**src/rtl/regbank_pkg.sv**
```systemverilog
// Shared definitions for the 16 x 32-bit RegisterBank and its write-back
// front end.
package regbank_pkg;

  localparam int ADDR_W   = 4;
  localparam int DATA_W   = 32;
  localparam int NUM_REGS = 16;

  typedef struct packed {
    logic [ADDR_W-1:0] dest;
    logic [DATA_W-1:0] data;
  } wb_entry_t;

endpackage

```
**src/rtl/wb_fwd_match.sv**
```systemverilog
// Forwarding lookup for one RegisterBank read port.
// Scans the pending write entries from oldest (rd_ptr) to youngest, so the
// last match found is the youngest one and wins.
//   ent_dest/ent_data : FIFO storage
//   valid             : per-slot occupancy mask
//   rd_ptr/count      : head slot and number of pending entries
//   addr              : read address to look up
//   hit/data          : match flag and youngest matching value (0 on miss)
module wb_fwd_match #(
  parameter int DEPTH  = 4,
  parameter int ADDR_W = regbank_pkg::ADDR_W,
  parameter int DATA_W = regbank_pkg::DATA_W,
  localparam int PTR_W = $clog2(DEPTH),
  localparam int CNT_W = PTR_W + 1
) (
  input  logic [ADDR_W-1:0] ent_dest [DEPTH],
  input  logic [DATA_W-1:0] ent_data [DEPTH],
  input  logic [DEPTH-1:0]  valid,
  input  logic [PTR_W-1:0]  rd_ptr,
  input  logic [CNT_W-1:0]  count,
  input  logic [ADDR_W-1:0] addr,
  output logic              hit,
  output logic [DATA_W-1:0] data
);

  logic [PTR_W-1:0] idx;

  always_comb begin
    hit  = 1'b0;
    data = '0;
    idx  = '0;
    for (int i = 0; i < DEPTH; i++) begin
      idx = rd_ptr + PTR_W'(i);
      if ((CNT_W'(i) < count) && valid[idx] && (ent_dest[idx] == addr)) begin
        hit  = 1'b1;
        data = ent_data[idx];
      end
    end
  end

endmodule

```
**src/rtl/regbank_writeback.sv**
```systemverilog
// Write-side front end of the RegisterBank: an in-order FIFO of pending
// register writes drained one entry per cycle into the bank write port,
// plus forwarding of pending values to the bank's two read ports.
//   clk, rst                 : clock, synchronous active-high reset
//   in_valid/in_ready        : write request handshake (in_dest, in_data)
//   flush                    : discard all pending entries
//   wb_stall                 : hold the head entry this cycle
//   wr_en/dest/Din           : bank write port (head entry)
//   srcadd1/srcadd2          : bank read addresses
//   fwd*_hit/fwd*_data       : youngest pending value for each read address
//   count/full/empty         : occupancy
module regbank_writeback #(
  parameter int DEPTH  = 4,
  parameter int ADDR_W = regbank_pkg::ADDR_W,
  parameter int DATA_W = regbank_pkg::DATA_W,
  localparam int PTR_W = $clog2(DEPTH),
  localparam int CNT_W = PTR_W + 1
) (
  input  logic              clk,
  input  logic              rst,
  input  logic              in_valid,
  output logic              in_ready,
  input  logic [ADDR_W-1:0] in_dest,
  input  logic [DATA_W-1:0] in_data,
  input  logic              flush,
  input  logic              wb_stall,
  output logic              wr_en,
  output logic [ADDR_W-1:0] dest,
  output logic [DATA_W-1:0] Din,
  input  logic [ADDR_W-1:0] srcadd1,
  input  logic [ADDR_W-1:0] srcadd2,
  output logic              fwd1_hit,
  output logic              fwd2_hit,
  output logic [DATA_W-1:0] fwd1_data,
  output logic [DATA_W-1:0] fwd2_data,
  output logic [CNT_W-1:0]  count,
  output logic              full,
  output logic              empty
);

  logic [ADDR_W-1:0] dest_mem [DEPTH];
  logic [DATA_W-1:0] data_mem [DEPTH];
  logic [PTR_W-1:0]  wr_ptr;
  logic [PTR_W-1:0]  rd_ptr;
  logic [DEPTH-1:0]  valid;
  logic              push;
  logic [PTR_W-1:0]  offset;

  assign full  = (count == CNT_W'(DEPTH));
  assign empty = (count == '0);

  // Ready depends only on state, so a pop in the same cycle never frees a
  // slot for a push and wb_stall has no path to in_ready.
  assign in_ready = !rst && (count < CNT_W'(DEPTH));
  assign push     = in_valid && in_ready && !flush;

  // Gated by rst as well so entries discarded by a reset never commit.
  assign wr_en = !rst && !empty && !wb_stall && !flush;

  assign dest = empty ? '0 : dest_mem[rd_ptr];
  assign Din  = empty ? '0 : data_mem[rd_ptr];

  always_comb begin
    valid  = '0;
    offset = '0;
    for (int j = 0; j < DEPTH; j++) begin
      offset   = PTR_W'(j) - rd_ptr;
      valid[j] = ({1'b0, offset} < count);
    end
  end

  always_ff @(posedge clk) begin
    if (rst) begin
      wr_ptr <= '0;
      rd_ptr <= '0;
      count  <= '0;
    end else if (flush) begin
      wr_ptr <= '0;
      rd_ptr <= '0;
      count  <= '0;
    end else begin
      if (push)  wr_ptr <= wr_ptr + 1'b1;
      if (wr_en) rd_ptr <= rd_ptr + 1'b1;
      case ({push, wr_en})
        2'b10:   count <= count + 1'b1;
        2'b01:   count <= count - 1'b1;
        default: count <= count;
      endcase
    end
  end

  // Storage needs no reset; the occupancy mask qualifies every read.
  always_ff @(posedge clk) begin
    if (push) begin
      dest_mem[wr_ptr] <= in_dest;
      data_mem[wr_ptr] <= in_data;
    end
  end

  wb_fwd_match #(.DEPTH(DEPTH), .ADDR_W(ADDR_W), .DATA_W(DATA_W)) u_fwd1 (
    .ent_dest (dest_mem),
    .ent_data (data_mem),
    .valid    (valid),
    .rd_ptr   (rd_ptr),
    .count    (count),
    .addr     (srcadd1),
    .hit      (fwd1_hit),
    .data     (fwd1_data)
  );

  wb_fwd_match #(.DEPTH(DEPTH), .ADDR_W(ADDR_W), .DATA_W(DATA_W)) u_fwd2 (
    .ent_dest (dest_mem),
    .ent_data (data_mem),
    .valid    (valid),
    .rd_ptr   (rd_ptr),
    .count    (count),
    .addr     (srcadd2),
    .hit      (fwd2_hit),
    .data     (fwd2_data)
  );

endmodule

```
**config.mk**
```make
export PLATFORM = sky130hd
export DESIGN_NAME = regbank_writeback
export DESIGN_NICKNAME = d
export VERILOG_FILES = /design/src/rtl/regbank_pkg.sv /design/src/rtl/wb_fwd_match.sv /design/src/rtl/regbank_writeback.sv
export SDC_FILE = /design/constraint.sdc
export NUM_CORES = 1
export LEC_CHECK = 0
export ABC_CLOCK_PERIOD_IN_PS = 4900
export BUFFER_PORTS_ARGS = -buffer_cell sky130_fd_sc_hd__buf_2
export CORE_UTILIZATION = 59
export CTS_CLUSTER_SIZE = 10
export DETAILED_ROUTE_END_ITERATION = 6
export GPL_TIMING_DRIVEN = 0
export PLACE_DENSITY = 0.82
export SYNTH_ARGS = -nofsm -noshare
export SYNTH_HDL_FRONTEND = slang
export SYNTH_SLANG_ARGS = --single-unit
```
**constraint.sdc**
```tcl
create_clock -name clk -period 4.9 [get_ports clk]
set_input_delay 0.245 -clock clk [delete_from_list [all_inputs] [get_ports clk]]
set_output_delay 0.245 -clock clk [all_outputs]
set_load 0.005 [all_outputs]
```
==> run_summary.xml <==
<?xml version="1.0" encoding="UTF-8"?>
<metrics>
  <group name="status">
    <metric name="run_status" unit="">finished clean</metric>
  </group>
  <group name="global_routing">
    <metric name="vias_in_the_first_global_route" unit="">10064</metric>
    <metric name="globalRouteOverflowTotal" unit="">0</metric>
    <metric name="largest_net_degree_at_the_start_of_global_routing" unit="">23</metric>
    <metric name="grt_first_pass_wirelength" unit="mm">54.5</metric>
    <metric name="grt.total_usage" unit="%">36.5</metric>
    <metric name="grt_antenna_before_repair" unit="">1</metric>
  </group>
  <group name="sta">
    <metric name="maxSlewViolCount" unit="">0</metric>
    <metric name="totalNegativeSetupSlack" unit="ns">0</metric>
    <metric name="clock-skew-final" unit="ns">0.00756</metric>
    <metric name="finalSetupViolations" unit="">0</metric>
    <metric name="slew-limit-headroom" unit="%">42.2</metric>
    <metric name="timing.final.hold_violations" unit="">0</metric>
    <metric name="actual_transition_at_the_worst_max_transition_pin" unit="ns">0.867</metric>
    <metric name="timing.fmax" unit="MHz">212</metric>
    <metric name="post-route-period-util" unit="%">96.1</metric>
    <metric name="timing.final.crit_period" unit="ns">4.71</metric>
  </group>
  <group name="placed_design">
    <metric name="dp_hpwl" unit="mm">24.6</metric>
    <metric name="place_inst" unit="">1570</metric>
    <metric name="io_buffer_count" unit="">157</metric>
    <metric name="routabilityCongestion" unit="">0.934</metric>
  </group>
  <group name="route">
    <metric name="final_routed_wire_length_divided_by_cell_count" unit="µm">22.1</metric>
    <metric name="drt_drc_violations_left" unit="">0</metric>
    <metric name="drt_pass1_iterations" unit="">7</metric>
    <metric name="post_drt_via_cell_ratio" unit="">6.58</metric>
    <metric name="initialDrtViolationCount" unit="">1444</metric>
    <metric name="num_vias" unit="">10538</metric>
    <metric name="wirelength" unit="mm">35.4</metric>
    <metric name="drt.antenna.violating_nets" unit="">0</metric>
  </group>
  <group name="synthesis">
    <metric name="synth_top_cell_by_area" unit="">sky130_fd_sc_hd__edfxtp_1</metric>
    <metric name="synth_top_cells_by_area" unit="">sky130_fd_sc_hd__edfxtp_1, sky130_fd_sc_hd__nand2_1, sky130_fd_sc_hd__mux2i_1</metric>
    <metric name="synth-edff-count" unit="">144</metric>
    <metric name="yosysSeqAreaShare" unit="%">40.0</metric>
    <metric name="postSynth.topFlopCell" unit="">sky130_fd_sc_hd__edfxtp_1</metric>
    <metric name="yosys.cell_types.count" unit="">53</metric>
    <metric name="synth_seq_cells" unit="">151</metric>
    <metric name="synth.net_count" unit="">1242</metric>
    <metric name="share_of_synthesized_flip_flops_with_an_asynchronous_set_or_reset" unit="%">0</metric>
    <metric name="synthesis.area" unit="mm²">0.0112</metric>
    <metric name="synthMostInstantiatedCell" unit="">sky130_fd_sc_hd__nand2_1</metric>
    <metric name="synth_warnings" unit="">0</metric>
    <metric name="synth_common_cells" unit="">sky130_fd_sc_hd__nand2_1, sky130_fd_sc_hd__edfxtp_1, sky130_fd_sc_hd__nor2_1, sky130_fd_sc_hd__mux2i_1, sky130_fd_sc_hd__o21ai_0</metric>
    <metric name="syn_inst" unit="">1180</metric>
    <metric name="share_of_the_synthesized_area_in_the_top_cell_type" unit="%">38.7</metric>
    <metric name="postSynthAreaPerCell" unit="µm²">9.47</metric>
  </group>
  <group name="setup_path">
    <metric name="crit_arrival" unit="ns">4.46</metric>
    <metric name="crit_required" unit="ns">4.66</metric>
    <metric name="worst_setup_path_start_kind" unit="">register</metric>
    <metric name="endpoint_kind" unit="">output pin</metric>
    <metric name="r2r.worst_path.cells" unit="">8</metric>
    <metric name="timing_worst_setup_path_type" unit="">reg2out</metric>
    <metric name="worstPathMaxFanout" unit="">19</metric>
  </group>
  <group name="layout">
    <metric name="area_delta_synth_final" unit="%">15.8</metric>
    <metric name="share_of_cells_above_drive_strength_1" unit="%">27.2</metric>
    <metric name="instances_no_fill" unit="">1601</metric>
    <metric name="final_net_count" unit="">1420</metric>
  </group>
  <group name="cts">
    <metric name="worstSkewPairLatency" unit="ns">0.44</metric>
    <metric name="cts.clk_slew.worst_paths" unit="ns">0.06</metric>
    <metric name="cts_setup_buffers" unit="">0</metric>
    <metric name="cts.root.buffer_cell" unit="">sky130_fd_sc_hd__clkbuf_16</metric>
    <metric name="ctsHtreeMaxLevel" unit="">4</metric>
    <metric name="cts_inserted_buffers" unit="">17</metric>
    <metric name="cts_num_sinks" unit="">151</metric>
    <metric name="max-clock-path-buffers" unit="">2</metric>
    <metric name="tritoncts" unit="">built</metric>
  </group>
  <group name="die">
    <metric name="initial_utilization" unit="%">61.1</metric>
    <metric name="fp-row-count" unit="">49</metric>
    <metric name="die_height" unit="µm">140</metric>
    <metric name="coreArea" unit="mm²">0.0183</metric>
    <metric name="i_o_pin_count" unit="">158</metric>
    <metric name="die_w" unit="µm">140</metric>
    <metric name="floorplan.die_area" unit="mm²">0.0195</metric>
  </group>
  <group name="run">
    <metric name="timing.max_cap.violations" unit="">0</metric>
  </group>
  <group name="power">
    <metric name="report.power.total" unit="mW">2.82</metric>
    <metric name="p_leak" unit="nW">4.98</metric>
    <metric name="power.ir.vdd_worst" unit="µV">238</metric>
    <metric name="cellPowerDensity" unit="mW/mm²">218</metric>
  </group>
  <group name="hold_path">
    <metric name="min_delay_path_depth" unit="">1</metric>
    <metric name="timing.hold.worst.class" unit="">in2reg</metric>
  </group>
</metrics>
power by group:
group | internal (mW) | leakage, nW | switching (mW)
clock network | 0.695 | 0.260 | 0.542
registers | 1.43 | 1.36 | 0.00730
logic | 0.0547 | 3.37 | 0.0915
layer usage:
| metal | routed length (µm) | GRT usage, % | vias to the layer above |
|---|---|---|---|
| li1 | - | - | 4639 |
| met3 | 4340 | 8.12 | 165 |
| met1 | 13500 | 47.7 | 4877 |
| met5 | 9 | 0 | - |
| met4 | 1570 | 17.2 | 2 |
| met2 | 16000 | 57.8 | 855 |
stage by stage:
step	instance area, µm²	worst slack, ns	util, %	hold WS [ns]
global route	12900	-0.0207	70.8	0.0197
detailed placement	12300	-0.222	67.5	0.460
global placement	12200	-0.174	67.0	0.458
finish	12900	0.190	70.8	0.0155
floorplan	11200	1.02	-	0.344
CTS	12900	0.0222	70.6	0.0139
cell usage in the layout (no fill, tap or decap), types with 21 or more instances in the layout:
cell and n:
sky130_fd_sc_hd__a22oi_2 29, sky130_fd_sc_hd__a31o_1 31, sky130_fd_sc_hd__a31oi_1 32, sky130_fd_sc_hd__buf_2 188, sky130_fd_sc_hd__clkbuf_1 32, sky130_fd_sc_hd__edfxtp_1 144
sky130_fd_sc_hd__mux2_2 37, sky130_fd_sc_hd__mux2i_1 104, sky130_fd_sc_hd__nand2_1 288, sky130_fd_sc_hd__nor2_1 109, sky130_fd_sc_hd__nor3b_2 29, sky130_fd_sc_hd__o21ai_0 65
sky130_fd_sc_hd__o21ai_1 33, sky130_fd_sc_hd__o221ai_1 31, sky130_fd_sc_hd__xor2_1 21
critical path: stages, from the launching register on:
cell	delay, ns
sky130_fd_sc_hd__dfxtp_1	0.33
sky130_fd_sc_hd__buf_6	0.15
sky130_fd_sc_hd__buf_6	0.19
sky130_fd_sc_hd__buf_6	0.18
sky130_fd_sc_hd__clkbuf_2	0.28
sky130_fd_sc_hd__clkbuf_4	0.40
sky130_fd_sc_hd__xnor2_1	0.19
sky130_fd_sc_hd__inv_1	0.07
sky130_fd_sc_hd__ha_1	0.29
sky130_fd_sc_hd__nand2b_1	0.08
sky130_fd_sc_hd__a221oi_2	0.36
sky130_fd_sc_hd__nor4_2	0.12
sky130_fd_sc_hd__nor2_1	0.23
sky130_fd_sc_hd__or3_1	0.14
sky130_fd_sc_hd__buf_2	0.25
sky130_fd_sc_hd__buf_6	0.19
sky130_fd_sc_hd__o221ai_1	0.14
sky130_fd_sc_hd__a31o_1	0.28
sky130_fd_sc_hd__buf_2	0.13
sequential cells by signal, summed over array words and instances, names as in the netlist:
signal	cells
count	3
data_mem	128
dest_mem	16
rd_ptr	2
wr_ptr	2
path summary, 6_finish.rpt:
check | endpoint | start | slack, ns
setup / recovery | fwd2_data[8] | rd_ptr[0]$_SDFFE_PP0P_ | 0.19
hold / removal | data_mem[22]$_DFFE_PP_ | in_data[22] | 0.02
setup reg to reg | count[2]$_SDFFE_PP0P_ | count[0]$_SDFFE_PP0P_ | 2.21
hold reg to reg | wr_ptr[0]$_SDFFE_PP0P_ | wr_ptr[0]$_SDFFE_PP0P_ | 0.58
area by class of cell:
type	count	area, µm²
clock buffer	20	437
inverter	12	45.0
sequential	151	4460
timing repair buffer	161	866
multi-input combinational	917	6210
tap	229	287
buffer	98	522
antenna	1	2.50
fill	1358	5340
clock inverter	12	103
cells by family after synthesis:
logic type / Yosys count / synth area share (%)
AND/OR/NAND/NOR: 473 / 19.5
AO/OA/AOI/OAI: 240 / 15.7
multiplexers: 153 / 15.5
flip-flops: 151 / 40.0
buffers and inverters: 112 / 4.92
XOR/XNOR: 38 / 2.98
adder cells (fa/ha/maj): 13 / 1.46
repair_timing:
item,4_1_cts,5_1_grt
hold endpoints to repair,0,0
gates resized for setup,15,9
hold buffers,0,0
setup endpoints to repair,66,66
No activity file was read; power rests on OpenSTA's default activity.
